## config.mk

```make
export PLATFORM = sky130hd
export DESIGN_NAME = mc_alu
export DESIGN_NICKNAME = d
export VERILOG_FILES = /design/src/rtl/mc_alu.sv
export SDC_FILE = /design/constraint.sdc
export NUM_CORES = 1
export LEC_CHECK = 0
export CORE_ASPECT_RATIO = 1.75
export CORE_MARGIN = 8
export CORE_UTILIZATION = 50
export CTS_BUF_LIST = sky130_fd_sc_hd__clkbuf_8
export DETAILED_ROUTE_END_ITERATION = 12
export PLACE_DENSITY = 0.72
export SKIP_CTS_REPAIR_TIMING = 1
export SLEW_MARGIN = 40
export SYNTH_ARGS = -nofsm -noshare
export SYNTH_HDL_FRONTEND = slang
export SYNTH_SLANG_ARGS = --single-unit
```

## constraint.sdc

```tcl
create_clock -name clk -period 3.8 [get_ports clk]
set_clock_uncertainty 0.2 [all_clocks]
set_input_delay 0.76 -clock clk [delete_from_list [all_inputs] [get_ports clk]]
set_output_delay 0.76 -clock clk [all_outputs]
set_load 0.03 [all_outputs]
```

## src/rtl/mc_alu.sv

```systemverilog
`default_nettype none
// ============================================================================
// Module   : mc_alu
// Purpose  : Multi-cycle ALU with a valid/ready request port and a held,
//            valid/ready result port. Add/subtract/logic ops finish in one
//            edge. Shifts move one bit per edge. Multiply is shift-add, one
//            multiplier bit per edge.
// Revision : 1.0 - initial release
// ----------------------------------------------------------------------------
// Ports
//   clk        in   1   clock, all state on rising edge
//   rst_n      in   1   asynchronous active-low reset
//   A_in       in   N   operand A
//   B_in       in   N   operand B (low log2(N) bits = shift amount)
//   alu_op     in   4   opcode
//   in_valid   in   1   request valid
//   in_ready   out  1   block idle, request can be accepted
//   alu_out    out  N   registered result
//   carry_out  out  1   carry / borrow / last bit shifted out / MUL high!=0
//   zero_flag  out  1   alu_out == 0
//   neg_flag   out  1   alu_out[N-1]
//   ovf_flag   out  1   signed overflow (arith) or MUL high!=0
//   out_valid  out  1   result and flags valid
//   out_ready  in   1   consumer takes the result
// ============================================================================
module mc_alu #(
  parameter int N = 8
) (
  input  logic         clk,
  input  logic         rst_n,
  input  logic [N-1:0] A_in,
  input  logic [N-1:0] B_in,
  input  logic [3:0]   alu_op,
  input  logic         in_valid,
  output logic         in_ready,
  output logic [N-1:0] alu_out,
  output logic         carry_out,
  output logic         zero_flag,
  output logic         neg_flag,
  output logic         ovf_flag,
  output logic         out_valid,
  input  logic         out_ready
);

  localparam int SW = $clog2(N);

  localparam logic [3:0] OP_NOP = 4'h0;
  localparam logic [3:0] OP_ADD = 4'h1;
  localparam logic [3:0] OP_SUB = 4'h2;
  localparam logic [3:0] OP_INC = 4'h3;
  localparam logic [3:0] OP_DEC = 4'h4;
  localparam logic [3:0] OP_AND = 4'h5;
  localparam logic [3:0] OP_OR  = 4'h6;
  localparam logic [3:0] OP_XOR = 4'h7;
  localparam logic [3:0] OP_ADC = 4'h8;
  localparam logic [3:0] OP_SBB = 4'h9;
  localparam logic [3:0] OP_SHL = 4'hA;
  localparam logic [3:0] OP_SHR = 4'hB;
  localparam logic [3:0] OP_MUL = 4'hC;

  typedef enum logic [1:0] {
    S_IDLE = 2'd0,
    S_BUSY = 2'd1,
    S_DONE = 2'd2
  } state_e;

  state_e state_q, state_d;

  // Captured opcode and multi-cycle working registers
  logic [3:0]     op_q, op_d;
  logic [N-1:0]   sh_q, sh_d;          // shift working value
  logic [2*N-1:0] mcand_q, mcand_d;    // multiplicand, pre-shifted per step
  logic [N-1:0]   mplier_q, mplier_d;  // multiplier, consumed LSB first
  logic [2*N-1:0] acc_q, acc_d;        // partial product
  logic [SW-1:0]  cnt_q, cnt_d;        // steps still to run in BUSY

  // Architectural outputs; carry_q doubles as the stored carry for ADC/SBB
  logic [N-1:0]   alu_out_q;
  logic           carry_q;
  logic           zero_q;
  logic           neg_q;
  logic           ovf_q;

  // Result loading, asserted only on the edge that enters DONE
  logic           load_out;
  logic [N-1:0]   fin_res;
  logic           fin_c;
  logic           fin_v;

  // --------------------------------------------------------------------------
  // Single-cycle datapath (operates directly on the request inputs)
  // --------------------------------------------------------------------------
  logic           unit_b;
  logic [N-1:0]   opb;
  logic           cin;
  logic [N:0]     sum_w;
  logic [N:0]     dif_w;
  logic           ovf_add;
  logic           ovf_sub;
  logic [N-1:0]   sc_res;
  logic           sc_c;
  logic           sc_v;

  always_comb begin
    unit_b = (alu_op == OP_INC) || (alu_op == OP_DEC);
    opb    = unit_b ? {{(N-1){1'b0}}, 1'b1} : B_in;
    cin    = ((alu_op == OP_ADC) || (alu_op == OP_SBB)) ? carry_q : 1'b0;
    // One extra bit on top: carry for the sum, borrow for the difference
    // (the difference wraps negative, which sets bit N).
    sum_w  = {1'b0, A_in} + {1'b0, opb} + {{N{1'b0}}, cin};
    dif_w  = {1'b0, A_in} - {1'b0, opb} - {{N{1'b0}}, cin};
    // Sign-based overflow holds even with a carry/borrow-in of one.
    ovf_add = (A_in[N-1] == opb[N-1]) && (sum_w[N-1] != A_in[N-1]);
    ovf_sub = (A_in[N-1] != opb[N-1]) && (dif_w[N-1] != A_in[N-1]);
  end

  always_comb begin
    sc_res = A_in;  // NOP and reserved opcodes pass A through
    sc_c   = 1'b0;
    sc_v   = 1'b0;
    case (alu_op)
      OP_ADD, OP_INC, OP_ADC: begin
        sc_res = sum_w[N-1:0];
        sc_c   = sum_w[N];
        sc_v   = ovf_add;
      end
      OP_SUB, OP_DEC, OP_SBB: begin
        sc_res = dif_w[N-1:0];
        sc_c   = dif_w[N];
        sc_v   = ovf_sub;
      end
      OP_AND: sc_res = A_in & B_in;
      OP_OR:  sc_res = A_in | B_in;
      OP_XOR: sc_res = A_in ^ B_in;
      default: begin
        sc_res = A_in;
      end
    endcase
  end

  // --------------------------------------------------------------------------
  // Multi-cycle step logic. The accept edge performs the first step itself,
  // so an operation of k steps presents out_valid k edges after accept.
  // --------------------------------------------------------------------------
  logic [SW-1:0]  shamt;
  logic [N-1:0]   sh_src;
  logic           sh_left;
  logic [N:0]     sh_step;   // bit N is the bit shifted out
  logic [2*N-1:0] acc_step;

  assign shamt    = B_in[SW-1:0];
  assign sh_src   = (state_q == S_IDLE) ? A_in : sh_q;
  assign sh_left  = (state_q == S_IDLE) ? (alu_op == OP_SHL) : (op_q == OP_SHL);
  assign sh_step  = sh_left ? {sh_src, 1'b0}
                            : {sh_src[0], 1'b0, sh_src[N-1:1]};
  assign acc_step = acc_q + (mplier_q[0] ? mcand_q : {(2*N){1'b0}});

  // --------------------------------------------------------------------------
  // Next-state and datapath control
  // --------------------------------------------------------------------------
  always_comb begin
    state_d  = state_q;
    op_d     = op_q;
    sh_d     = sh_q;
    mcand_d  = mcand_q;
    mplier_d = mplier_q;
    acc_d    = acc_q;
    cnt_d    = cnt_q;
    load_out = 1'b0;
    fin_res  = alu_out_q;
    fin_c    = carry_q;
    fin_v    = ovf_q;

    case (state_q)
      S_IDLE: begin
        if (in_valid) begin
          op_d = alu_op;
          if ((alu_op == OP_SHL) || (alu_op == OP_SHR)) begin
            if (shamt == '0) begin
              state_d  = S_DONE;
              load_out = 1'b1;
              fin_res  = A_in;
              fin_c    = 1'b0;
              fin_v    = 1'b0;
            end else if (shamt == SW'(1)) begin
              state_d  = S_DONE;
              load_out = 1'b1;
              fin_res  = sh_step[N-1:0];
              fin_c    = sh_step[N];
              fin_v    = 1'b0;
            end else begin
              state_d = S_BUSY;
              sh_d    = sh_step[N-1:0];
              cnt_d   = shamt - SW'(1);
            end
          end else if (alu_op == OP_MUL) begin
            // Bit 0 of the multiplier is handled here; N-1 steps remain.
            state_d  = S_BUSY;
            acc_d    = B_in[0] ? {{N{1'b0}}, A_in} : {(2*N){1'b0}};
            mcand_d  = {{(N-1){1'b0}}, A_in, 1'b0};
            mplier_d = {1'b0, B_in[N-1:1]};
            cnt_d    = SW'(N-1);
          end else begin
            state_d  = S_DONE;
            load_out = 1'b1;
            fin_res  = sc_res;
            fin_c    = sc_c;
            fin_v    = sc_v;
          end
        end
      end

      S_BUSY: begin
        cnt_d = cnt_q - SW'(1);
        if (op_q == OP_MUL) begin
          acc_d    = acc_step;
          mcand_d  = {mcand_q[2*N-2:0], 1'b0};
          mplier_d = {1'b0, mplier_q[N-1:1]};
          if (cnt_q == SW'(1)) begin
            state_d  = S_DONE;
            load_out = 1'b1;
            fin_res  = acc_step[N-1:0];
            fin_c    = |acc_step[2*N-1:N];
            fin_v    = |acc_step[2*N-1:N];
          end
        end else begin
          sh_d = sh_step[N-1:0];
          if (cnt_q == SW'(1)) begin
            state_d  = S_DONE;
            load_out = 1'b1;
            fin_res  = sh_step[N-1:0];
            fin_c    = sh_step[N];
            fin_v    = 1'b0;
          end
        end
      end

      S_DONE: begin
        if (out_ready) begin
          state_d = S_IDLE;
        end
      end

      default: begin
        state_d = S_IDLE;
      end
    endcase
  end

  // --------------------------------------------------------------------------
  // State register
  // --------------------------------------------------------------------------
  always_ff @(posedge clk or negedge rst_n) begin
    if (!rst_n) begin
      state_q <= S_IDLE;
    end else begin
      state_q <= state_d;
    end
  end

  // --------------------------------------------------------------------------
  // Datapath and output registers
  // --------------------------------------------------------------------------
  always_ff @(posedge clk or negedge rst_n) begin
    if (!rst_n) begin
      op_q      <= OP_NOP;
      sh_q      <= '0;
      mcand_q   <= '0;
      mplier_q  <= '0;
      acc_q     <= '0;
      cnt_q     <= '0;
      alu_out_q <= '0;
      carry_q   <= 1'b0;
      zero_q    <= 1'b0;
      neg_q     <= 1'b0;
      ovf_q     <= 1'b0;
    end else begin
      op_q     <= op_d;
      sh_q     <= sh_d;
      mcand_q  <= mcand_d;
      mplier_q <= mplier_d;
      acc_q    <= acc_d;
      cnt_q    <= cnt_d;
      if (load_out) begin
        alu_out_q <= fin_res;
        carry_q   <= fin_c;
        ovf_q     <= fin_v;
        zero_q    <= (fin_res == '0);
        neg_q     <= fin_res[N-1];
      end
    end
  end

  assign in_ready  = (state_q == S_IDLE);
  assign out_valid = (state_q == S_DONE);
  assign alu_out   = alu_out_q;
  assign carry_out = carry_q;
  assign zero_flag = zero_q;
  assign neg_flag  = neg_q;
  assign ovf_flag  = ovf_q;

endmodule
`default_nettype wire
```

### Yosys cells after proc, flatten, opt, wreduce, memory -nomap -nowiden

Index checks and enable logic that the tools add are counted.

* register bits: 69
* word-level logic and storage cells: 155
* output and inout bits: 14
* input port bits: 24

* eq/ne operators: 37
* reductions and logical operators: 18
* bitwise logic cells: 3
* add/subtract/negate cells: 7
* mux-type cells: 78

Operator list (count)
* two-way mux 8 bit: 20
* two-way mux 16 bit: 9
* case mux 16 bit (2 select lines): 2
* case mux 8 bit (2 select lines): 3
* case mux 8 bit (5 select lines): 1
* == test 4 bit, second input constant: 7
* two-way mux 1 bit: 23
* adder 16 bit: 1
* == test 4 x 3 -> 1 bit, second input constant: 4
* two-way mux 3 bit: 5
* two-way mux 2 bit: 7
* != test 2 bit, second input constant: 7
* AND reduction 6 bit: 2
* case mux 1 bit (2 select lines): 5
* AND reduction 5 bit: 2
* adder 8 x 8 -> 9 bit: 1
* adder 9 x 1 -> 9 bit: 1
* two-way mux 9 bit: 1
* != test 3 bit, second input constant: 3
* subtractor 8 x 8 -> 9 bit: 1
* subtractor 9 x 1 -> 9 bit: 1
* bitwise AND 8 bit: 1
* == test 4 x 2 -> 1 bit, second input constant: 2
* logical NOT 8 bit: 1
* other kinds (23): 33

### Longest topological paths before layout

Gate-level depths: netlist of the first run.

* depth in word-level cells: 12
* gate-level depth with buffers: 19
* gate-level depth less buffers: 16

### Least setup slack after synthesis of the first run

Ideal clock, no wire load.

* path type: input to register
* start: input alu_op[0]
* end: register zero_q, in the netlist zero_flag
* buffers on the path: 4
* slack: -1375 ps
* data arrival time: 4872 ps
* cell stages on the path: 17
* setup time: 104 ps
* required time: 3496 ps
* cells stage by stage: buf_6 -> buf_4 -> buf_2 -> buf_1 -> nand3_1 -> a21oi_1 -> or2_2 -> fa_1 -> fa_1 -> inv_1 -> mux4_2 -> o21a_1 -> o21ai_1 -> o211ai_1 -> or4b_1 -> or4_1 -> o41ai_2

* cells in the longest elaborated chain, start to end: 11
* elaborated cells on any way between the ends: 39
* those cells by class: add/sub: 4; eq/ne: 12; mux: 17; reduce/logical: 6

RTL lines
* from (decl): RTL line 33 `input logic [3:0] alu_op,`
* == test 4 x 2 -> 1 bit / == test 4 x 3 -> 1 bit (equally long branches): RTL line 105, 121
* logical OR 1 bit: RTL line 105 `unit_b = (alu_op == OP_INC) || (alu_op == OP_DEC);`
* two-way mux 8 bit: RTL line 106 `opb = unit_b ? {{(N-1){1'b0}}, 1'b1} : B_in;`
* subtractor 8 x 8 -> 9 bit / adder 8 x 8 -> 9 bit (equally long branches): RTL line 111, 110
* subtractor 9 x 1 -> 9 bit / adder 9 x 1 -> 9 bit (equally long branches): RTL line 111, 110
* case mux 8 bit (5 select lines): RTL line 121 `case (alu_op)`
* two-way mux 8 bit: RTL line 196 `end else if (alu_op == OP_MUL) begin`
* two-way mux 8 bit: RTL line 178 `if ((alu_op == OP_SHL) || (alu_op == OP_SHR)) begin`
* two-way mux 8 bit: RTL line 176 `if (in_valid) begin`
* case mux 8 bit (2 select lines): RTL line 174 `case (state_q)`
* logical NOT 8 bit: RTL line 288 `zero_q <= (fin_res == '0);`
* to (signal assigned): RTL line 288
* to (decl): RTL line 80 `logic zero_q;`

Parallel ways exist; a longest one is shown, timed or not.
A chain may end at the register's enable or synchronous reset.

### Worst setup path in the final report of the first run

* start: input alu_op[1]
* end: register zero_q, in the netlist zero_flag

The elaborated chain is that of the path after synthesis.

==> impl_metrics.py, run 1 <==
metrics = {
    "timing": {
        "fin_ws_ns": -0.798,
        "min_period_ns": 4.60,
        "setup_violations": 1,
        "hold_viol_final": 0,
        "slew_headroom": 0.560,
        "tns_ns": -0.798,
        "rsz0062_at_grt": "yes",
        "period_share": 1.21,
        "fmax_mhz": 217,
        "worstMarginPinSlew_ns": 0.658,
        "drv_slew": 0,
    },
    "power": {
        "leakage_uw": 0.00380,
        "seqPwrFrac": 0.282,
        "pwr-share-clk": 0.139,
        "p_sw_frac": 0.440,
        "p_int_uw": 2440,
        "combPwrFrac": 0.579,
        "switching_power_uw": 1920,
        "power_density_mw_per_mm2": 544,
        "design_power_total_uw": 4360,
        "vdd_drop_max_uv": 280,
    },
    "hold_path": {
        "min_path_type": "in -> async",
    },
    "routing": {
        "avgViaCountPerCell": 5.92,
        "drcViolationCount": 0,
        "dr.pass1.iters": 5,
        "antenna_left": 0,
        "wl_per_cell_um": 20.2,
        "vias": 6398,
        "totalWireLength_mm": 21.8,
        "drtIter0Drc": 373,
    },
    "worst_setup_path": {
        "reg2reg_depth": 12,
        "arrival_ns": 4.65,
        "cp-end-kind": "flop",
        "startpoint_type": "primary input",
        "path_class": "in -> reg",
        "crit_family": "simple AND/OR/NAND/NOR gates",
        "cp.buffers_inverters": 3,
        "worst-path-max-fanout": 2,
        "slowest_stage": "or4b_1",
        "slowest_delay_ns": 0.54,
        "cp_cell_sequence": "buf_6, buf_6, nand3_4, a21oi_4, or2_4, fa_2, fa_1, inv_1, mux4_2, o21a_1, o21ai_2, o211ai_1, or4b_1, or4_4, o41ai_2",
        "cp_common_cell": "buf_6",
        "required_ns": 3.85,
        "crit_cells": 15,
    },
    "job": {
        "drv_cap": 0,
    },
    "cells_and_area": {
        "layout-drive-gt1-share": 0.240,
        "final_common_cell": "buf_4",
        "nFillCells": 1111,
        "final_cell_mix": "144 x buf_4, 85 x nand2_1, 74 x nor2_1, 66 x dfrtp_1, 53 x ha_1",
        "syn2layout_area_growth_pct": 28.5,
        "antennaDiodeCount": 0,
        "fin_nets": 995,
    },
    "global_routing": {
        "grt_antenna_before_repair": 0,
        "grt-ovfl-total": 0,
        "grt_pass1_vias": 6677,
        "grt_pass1_wl_mm": 34.5,
        "grt_max_degree": 37,
        "track_usage": 0.273,
    },
    "clocking": {
        "clockRootBuffer": "clkbuf_8",
        "clk_path_buf_depth": 2,
        "clkLatencyLatePin_ns": 0.35,
        "clk_pin_slew_ns": 0.07,
        "numClockSinks": 66,
        "cts_tree": "yes",
        "cts_buffers": 9,
        "htreeDepth": 3,
    },
    "synth": {
        "synth_top_cell_by_area": "dfrtp_1",
        "seq_area_frac_synth": 0.265,
        "netlist_area_sq_mm": 0.00624,
        "ys_ff_latch": 66,
        "synth_area_leaders": "dfrtp_1 26%, ha_1 11%, nand2_1 5.1%",
        "synth_fp_nets": 845,
        "ys_warn_count": 0,
        "syn_area_per_cell_sq_um": 8.21,
        "ys_async_sr_fraction": 1.00,
        "synth_top_flop_cell": "dfrtp_1",
        "synthDominantCellAreaShare": 0.265,
        "synth_cell_types": 77,
        "synth_edf_count": 0,
        "syn_inst": 760,
    },
    "place": {
        "dp_hpwl_mm": 17.3,
        "io_buffer_count": 37,
        "place_congestion": 0.956,
    },
    "floorplanning": {
        "dieArea_sq_mm": 0.0164,
        "fp.dieH_um": 164,
        "start_util": 0.507,
        "die-width_um": 100,
        "rows": 54,
        "coreArea_sq_mm": 0.0123,
        "boundaryPins": 38,
    },
    "run_status": {
        "violations": "negative setup slack",
        "outcome": "finished, violations left",
    },
}
## path summary, 6_finish.rpt
path	to	startpoint	slack, ns
min	sh_q[1]	rst_n	0.17
max	zero_flag	alu_op[1]	-0.80
max in group asynchronous	zero_flag	rst_n	2.59
max reg2reg	zero_flag	carry_out	-0.36
min in group clk	cnt_q[1]	cnt_q[1]	0.29
min reg2reg	cnt_q[1]	cnt_q[1]	0.29
## power groups by stage
stage	clock network [uW]	logic, uW	registers (uW)
5_1_grt	641	2750	1270
4_1_cts	611	2480	1230
2_1_floorplan	0	1500	1240
6_report	604	2520	1230
3_3_place_gp	0	2400	1220
3_5_place_dp	0	2470	1230
## cell type report
class	count	area, sq um	share of cell area
Clock inverter	3	41.3	0.00515
Sequential cell	66	1650	0.206
Multi-Input combinational cell	604	4300	0.536
Inverter	46	173	0.0215
Tap cell	168	210	0.0262
Clock buffer	11	151	0.0189
Timing Repair Buffer	183	1490	0.186
## worst reg2reg max path, stage by stage (launching register included)
cell and delay, ns:
dfrtp_1 0.39, nand3b_1 0.12, inv_1 0.07, fa_2 0.36, fa_1 0.51, inv_1 0.06, mux4_2 0.45, o21a_1 0.21
o21ai_2 0.14, o211ai_1 0.13, or4b_1 0.54, or4_4 0.54, o41ai_2 0.34
## per-layer routing
| metal | vias to the layer above | routed length [um] | global-route usage | share of wire |
|---|---|---|---|---|
| met5 | - | 0 | 0 | 0 |
| met4 | 0 | 1490 | 0.188 | 0.068 |
| met3 | 83 | 654 | 0.0284 | 0.030 |
| met2 | 197 | 11700 | 0.509 | 0.54 |
| met1 | 3096 | 7950 | 0.276 | 0.36 |
| li1 | 3022 | - | - | - |
## cells in the mapped netlist (all sizes together) (13+ instances only)
| cell type | n |
|---|---|
| a31oi | 23 |
| mux2 | 13 |
| a22o | 14 |
| clkbuf | 27 |
| a21oi | 34 |
| xnor2 | 15 |
| inv | 46 |
| ha | 56 |
| o21ai | 40 |
| nor2 | 76 |
| nand3 | 17 |
| buf | 17 |
| mux2i | 16 |
| dfrtp | 66 |
| and2 | 17 |
| nand2 | 85 |
| nor3 | 18 |
## flip-flops by register name, indices dropped and copies added (netlist names)
register,count
acc_q,16
alu_out,8
carry_out,1
cnt_q,3
mcand_q,15
mplier_q,7
op_q,4
ovf_flag,1
sh_q,8
state_q,2
zero_flag,1
## stage by stage
step	worst slack, ns	hold slack (ns)	instances	utilization	instance area, sq um
floorplan	-1.05	0.250	760	-	6340
global placement	-1.21	0.267	1063	0.629	7740
detailed placement	-1.35	0.283	1063	0.629	7740
CTS	-0.984	0.299	1077	0.645	7930
global route	-0.900	0.189	1081	0.652	8020
finish	-0.798	0.169	1081	0.652	8020
## cell families after synthesis
group           Yosys count  share of synthesized area
compound gates          203                      0.225
xor+xnor                 26                     0.0365
fa+ha+maj                61                      0.128
buf+inv                  90                     0.0628
flops                    66                      0.265
mux                      30                     0.0528
simple gates            284                      0.230
No activity file was read; power rests on OpenSTA's default activity.
==> inputs of run 2 (changes only) <==
--- a/config.mk
+++ b/config.mk
@@ -5,13 +5,12 @@
 export SDC_FILE = /design/constraint.sdc
 export NUM_CORES = 1
 export LEC_CHECK = 0
+export CAP_MARGIN = 20
 export CORE_ASPECT_RATIO = 1.75
 export CORE_MARGIN = 8
-export CORE_UTILIZATION = 50
+export CORE_UTILIZATION = 44
 export CTS_BUF_LIST = sky130_fd_sc_hd__clkbuf_8
 export DETAILED_ROUTE_END_ITERATION = 12
-export PLACE_DENSITY = 0.72
-export SKIP_CTS_REPAIR_TIMING = 1
 export SLEW_MARGIN = 40
 export SYNTH_ARGS = -nofsm -noshare
 export SYNTH_HDL_FRONTEND = slang
==> run 2 against run 1 <==
Sequential share of layout area fell by 0.82 points. The flow still finishes with violations (negative setup slack). First-iteration DRC count decreased by 16%. Setup slack improved by 0.25 ns. Sequential power is essentially flat. Register-to-register slack better by 0.21 ns. Critical endpoint unchanged.
==> impl_metrics.py, run 2 (same netlist as run 1, synthesis figures left out) <==
metrics = {
    "timing": {
        "fmax_mhz": 230,
        "holdWs_ns": 0.181,
        "slew_headroom": 0.403,
        "drv_slew": 0,
        "tns_ns": -0.727,
        "setup_violations": 3,
        "period_share": 1.15,
        "fin_ws_ns": -0.551,
        "worstMarginPinSlew_ns": 0.887,
        "min_period_ns": 4.35,
        "rsz0062_at_grt": "yes",
        "hold_viol_final": 0,
    },
    "routing": {
        "wl_per_cell_um": 20.3,
        "drtIter0Drc": 313,
        "highest_layer": "met4",
        "wl_met2_mm": 11.9,
        "vias": 6359,
        "route.met3.wl_um": 626,
        "avgViaCountPerCell": 5.73,
        "totalWireLength_mm": 22.5,
        "antenna_left": 0,
        "drcViolationCount": 0,
        "dr.pass1.iters": 5,
        "drt-met1-wl_mm": 8.67,
    },
    "worst_setup_path": {
        "crit_family": "simple AND/OR/NAND/NOR gates",
        "cp_cell_sequence": "buf_8, buf_6, nand3_4, a21oi_4, or2_4, fa_2, fa_1, inv_1, mux4_2, o21a_1, o21ai_1, o211ai_1, or4b_1, or4_4, o41ai_2",
        "required_ns": 3.86,
        "slowest_stage": "fa_1",
        "path_class": "in -> reg",
        "arrival_ns": 4.41,
        "cp-end-kind": "flop",
        "startpoint_type": "primary input",
        "worst-path-max-fanout": 3,
        "slowest_delay_ns": 0.51,
        "cp.buffers_inverters": 3,
    },
    "clocking": {
        "clk_path_buf_depth": 2,
        "clockRootBuffer": "clkbuf_8",
        "clk_pin_slew_ns": 0.07,
        "hold_buffers": 0,
        "numClockSinks": 66,
        "cts_tree": "yes",
        "clkLatencyLatePin_ns": 0.36,
        "htreeDepth": 3,
        "cts_buffers": 9,
    },
    "global_routing": {
        "grt_antenna_before_repair": 0,
        "grt_pass1_wl_mm": 35.3,
        "grt_max_degree": 38,
        "grt_pass1_vias": 6555,
        "track_usage": 0.245,
        "grt-ovfl-total": 0,
    },
    "power": {
        "leakage_uw": 0.00391,
        "p_int_uw": 2500,
        "p_sw_frac": 0.442,
        "pwr-share-clk": 0.134,
        "power_density_mw_per_mm2": 537,
        "vdd_drop_max_uv": 218,
        "seqPwrFrac": 0.273,
        "switching_power_uw": 1980,
        "combPwrFrac": 0.593,
    },
    "floorplanning": {
        "rows": 57,
        "start_util": 0.448,
        "coreArea_sq_mm": 0.0139,
        "fp.dieH_um": 174,
        "dieArea_sq_mm": 0.0184,
        "die-width_um": 106,
        "boundaryPins": 38,
    },
    "run_status": {
        "outcome": "finished, violations left",
        "violations": "negative setup slack",
    },
    "place": {
        "io_buffer_count": 37,
        "dp_hpwl_mm": 17.8,
        "place_congestion": 0.936,
    },
    "hold_path": {
        "min_path_type": "in -> async",
    },
    "cells_and_area": {
        "reg_top3": "acc_q x16, mcand_q x15",
        "layout-drive-gt1-share": 0.279,
        "antennaDiodeCount": 0,
        "fin_nets": 1012,
        "final_common_cell": "buf_4",
        "largest_reg_flops": 16,
        "final_cell_mix": "155 x buf_4, 84 x nand2_1, 70 x nor2_1, 66 x dfrtp_1, 50 x ha_1",
        "syn2layout_area_growth_pct": 33.8,
        "regMostFlops": "acc_q",
        "nFillCells": 1277,
    },
    "job": {
        "drv_cap": 0,
    },
}
[run 2: routing by layer]
metal / up-vias / GRT usage
li1: 3053 / -
met1: 3092 / 0.263
met2: 156 / 0.450
met3: 58 / 0.0253
met4: 0 / 0.133
met5: - / 0
[run 2: power by group through the flow]
stage          sequential (uW)  clock (uW)  combinational, uW
2_1_floorplan             1240           0               1500
5_1_grt                   1260         647               2870
3_3_place_gp              1220           0               2510
4_1_cts                   1220         620               2570
3_5_place_dp              1230           0               2540
6_report                  1220         603               2660
[run 2: timing repair]
item | in CTS | in global routing
gates resized for setup | 28 | 38
endpoints found under the setup margin | 7 | 7
buffers inserted | 14 | 6
hold endpoints to repair | 0 | 0
cloned | 0 | 0
pin swaps | 13 | 16
[run 2: layout make-up]
class	count	area, sq um	area share
Multi-Input combinational cell	604	4460	0.534
Timing Repair Buffer	200	1650	0.197
Inverter	46	175	0.0210
Sequential cell	66	1650	0.198
Clock buffer	10	138	0.0165
Tap cell	177	221	0.0265
Clock inverter	6	57.6	0.00689
[run 2: final timing paths]
| path | startpoint | endpoint | slack [ns] | cells after the start |
|---|---|---|---|---|
| min | rst_n | op_q[1] | 0.18 | 1 |
| min reg2reg | acc_q[3] | acc_q[3] | 0.30 | 2 |
| max | alu_op[0] | zero_flag | -0.55 | 15 |
| max reg2reg | carry_out | zero_flag | -0.15 | 12 |
| min in group clk | acc_q[3] | acc_q[3] | 0.30 | 2 |
| max in group asynchronous | rst_n | acc_q[9] | 2.59 | 2 |
[run 2: metrics by stage]
| stage | utilization | area [sq um] | total power (uW) | worst slack, ns | std cells |
|---|---|---|---|---|---|
| after floorplan | - | 6340 | 2740 | -1.05 | 760 |
| after global placement | 0.558 | 7760 | 3730 | -1.20 | 1073 |
| after detailed placement | 0.558 | 7760 | 3770 | -1.33 | 1073 |
| after CTS | 0.583 | 8100 | 4410 | -0.513 | 1103 |
| after global routing | 0.600 | 8350 | 4780 | -0.669 | 1109 |
| final | 0.600 | 8350 | 4490 | -0.551 | 1109 |
==> inputs of run 3 (changes only) <==
--- a/config.mk
+++ b/config.mk
@@ -10,6 +10,7 @@
 export CORE_MARGIN = 8
 export CORE_UTILIZATION = 44
 export CTS_BUF_LIST = sky130_fd_sc_hd__clkbuf_8
+export CTS_CLUSTER_SIZE = 30
 export DETAILED_ROUTE_END_ITERATION = 12
 export SLEW_MARGIN = 40
 export SYNTH_ARGS = -nofsm -noshare
==> results of run 3 <==
Same layout as run 2: the final DEF is identical, and so are final timing and power.
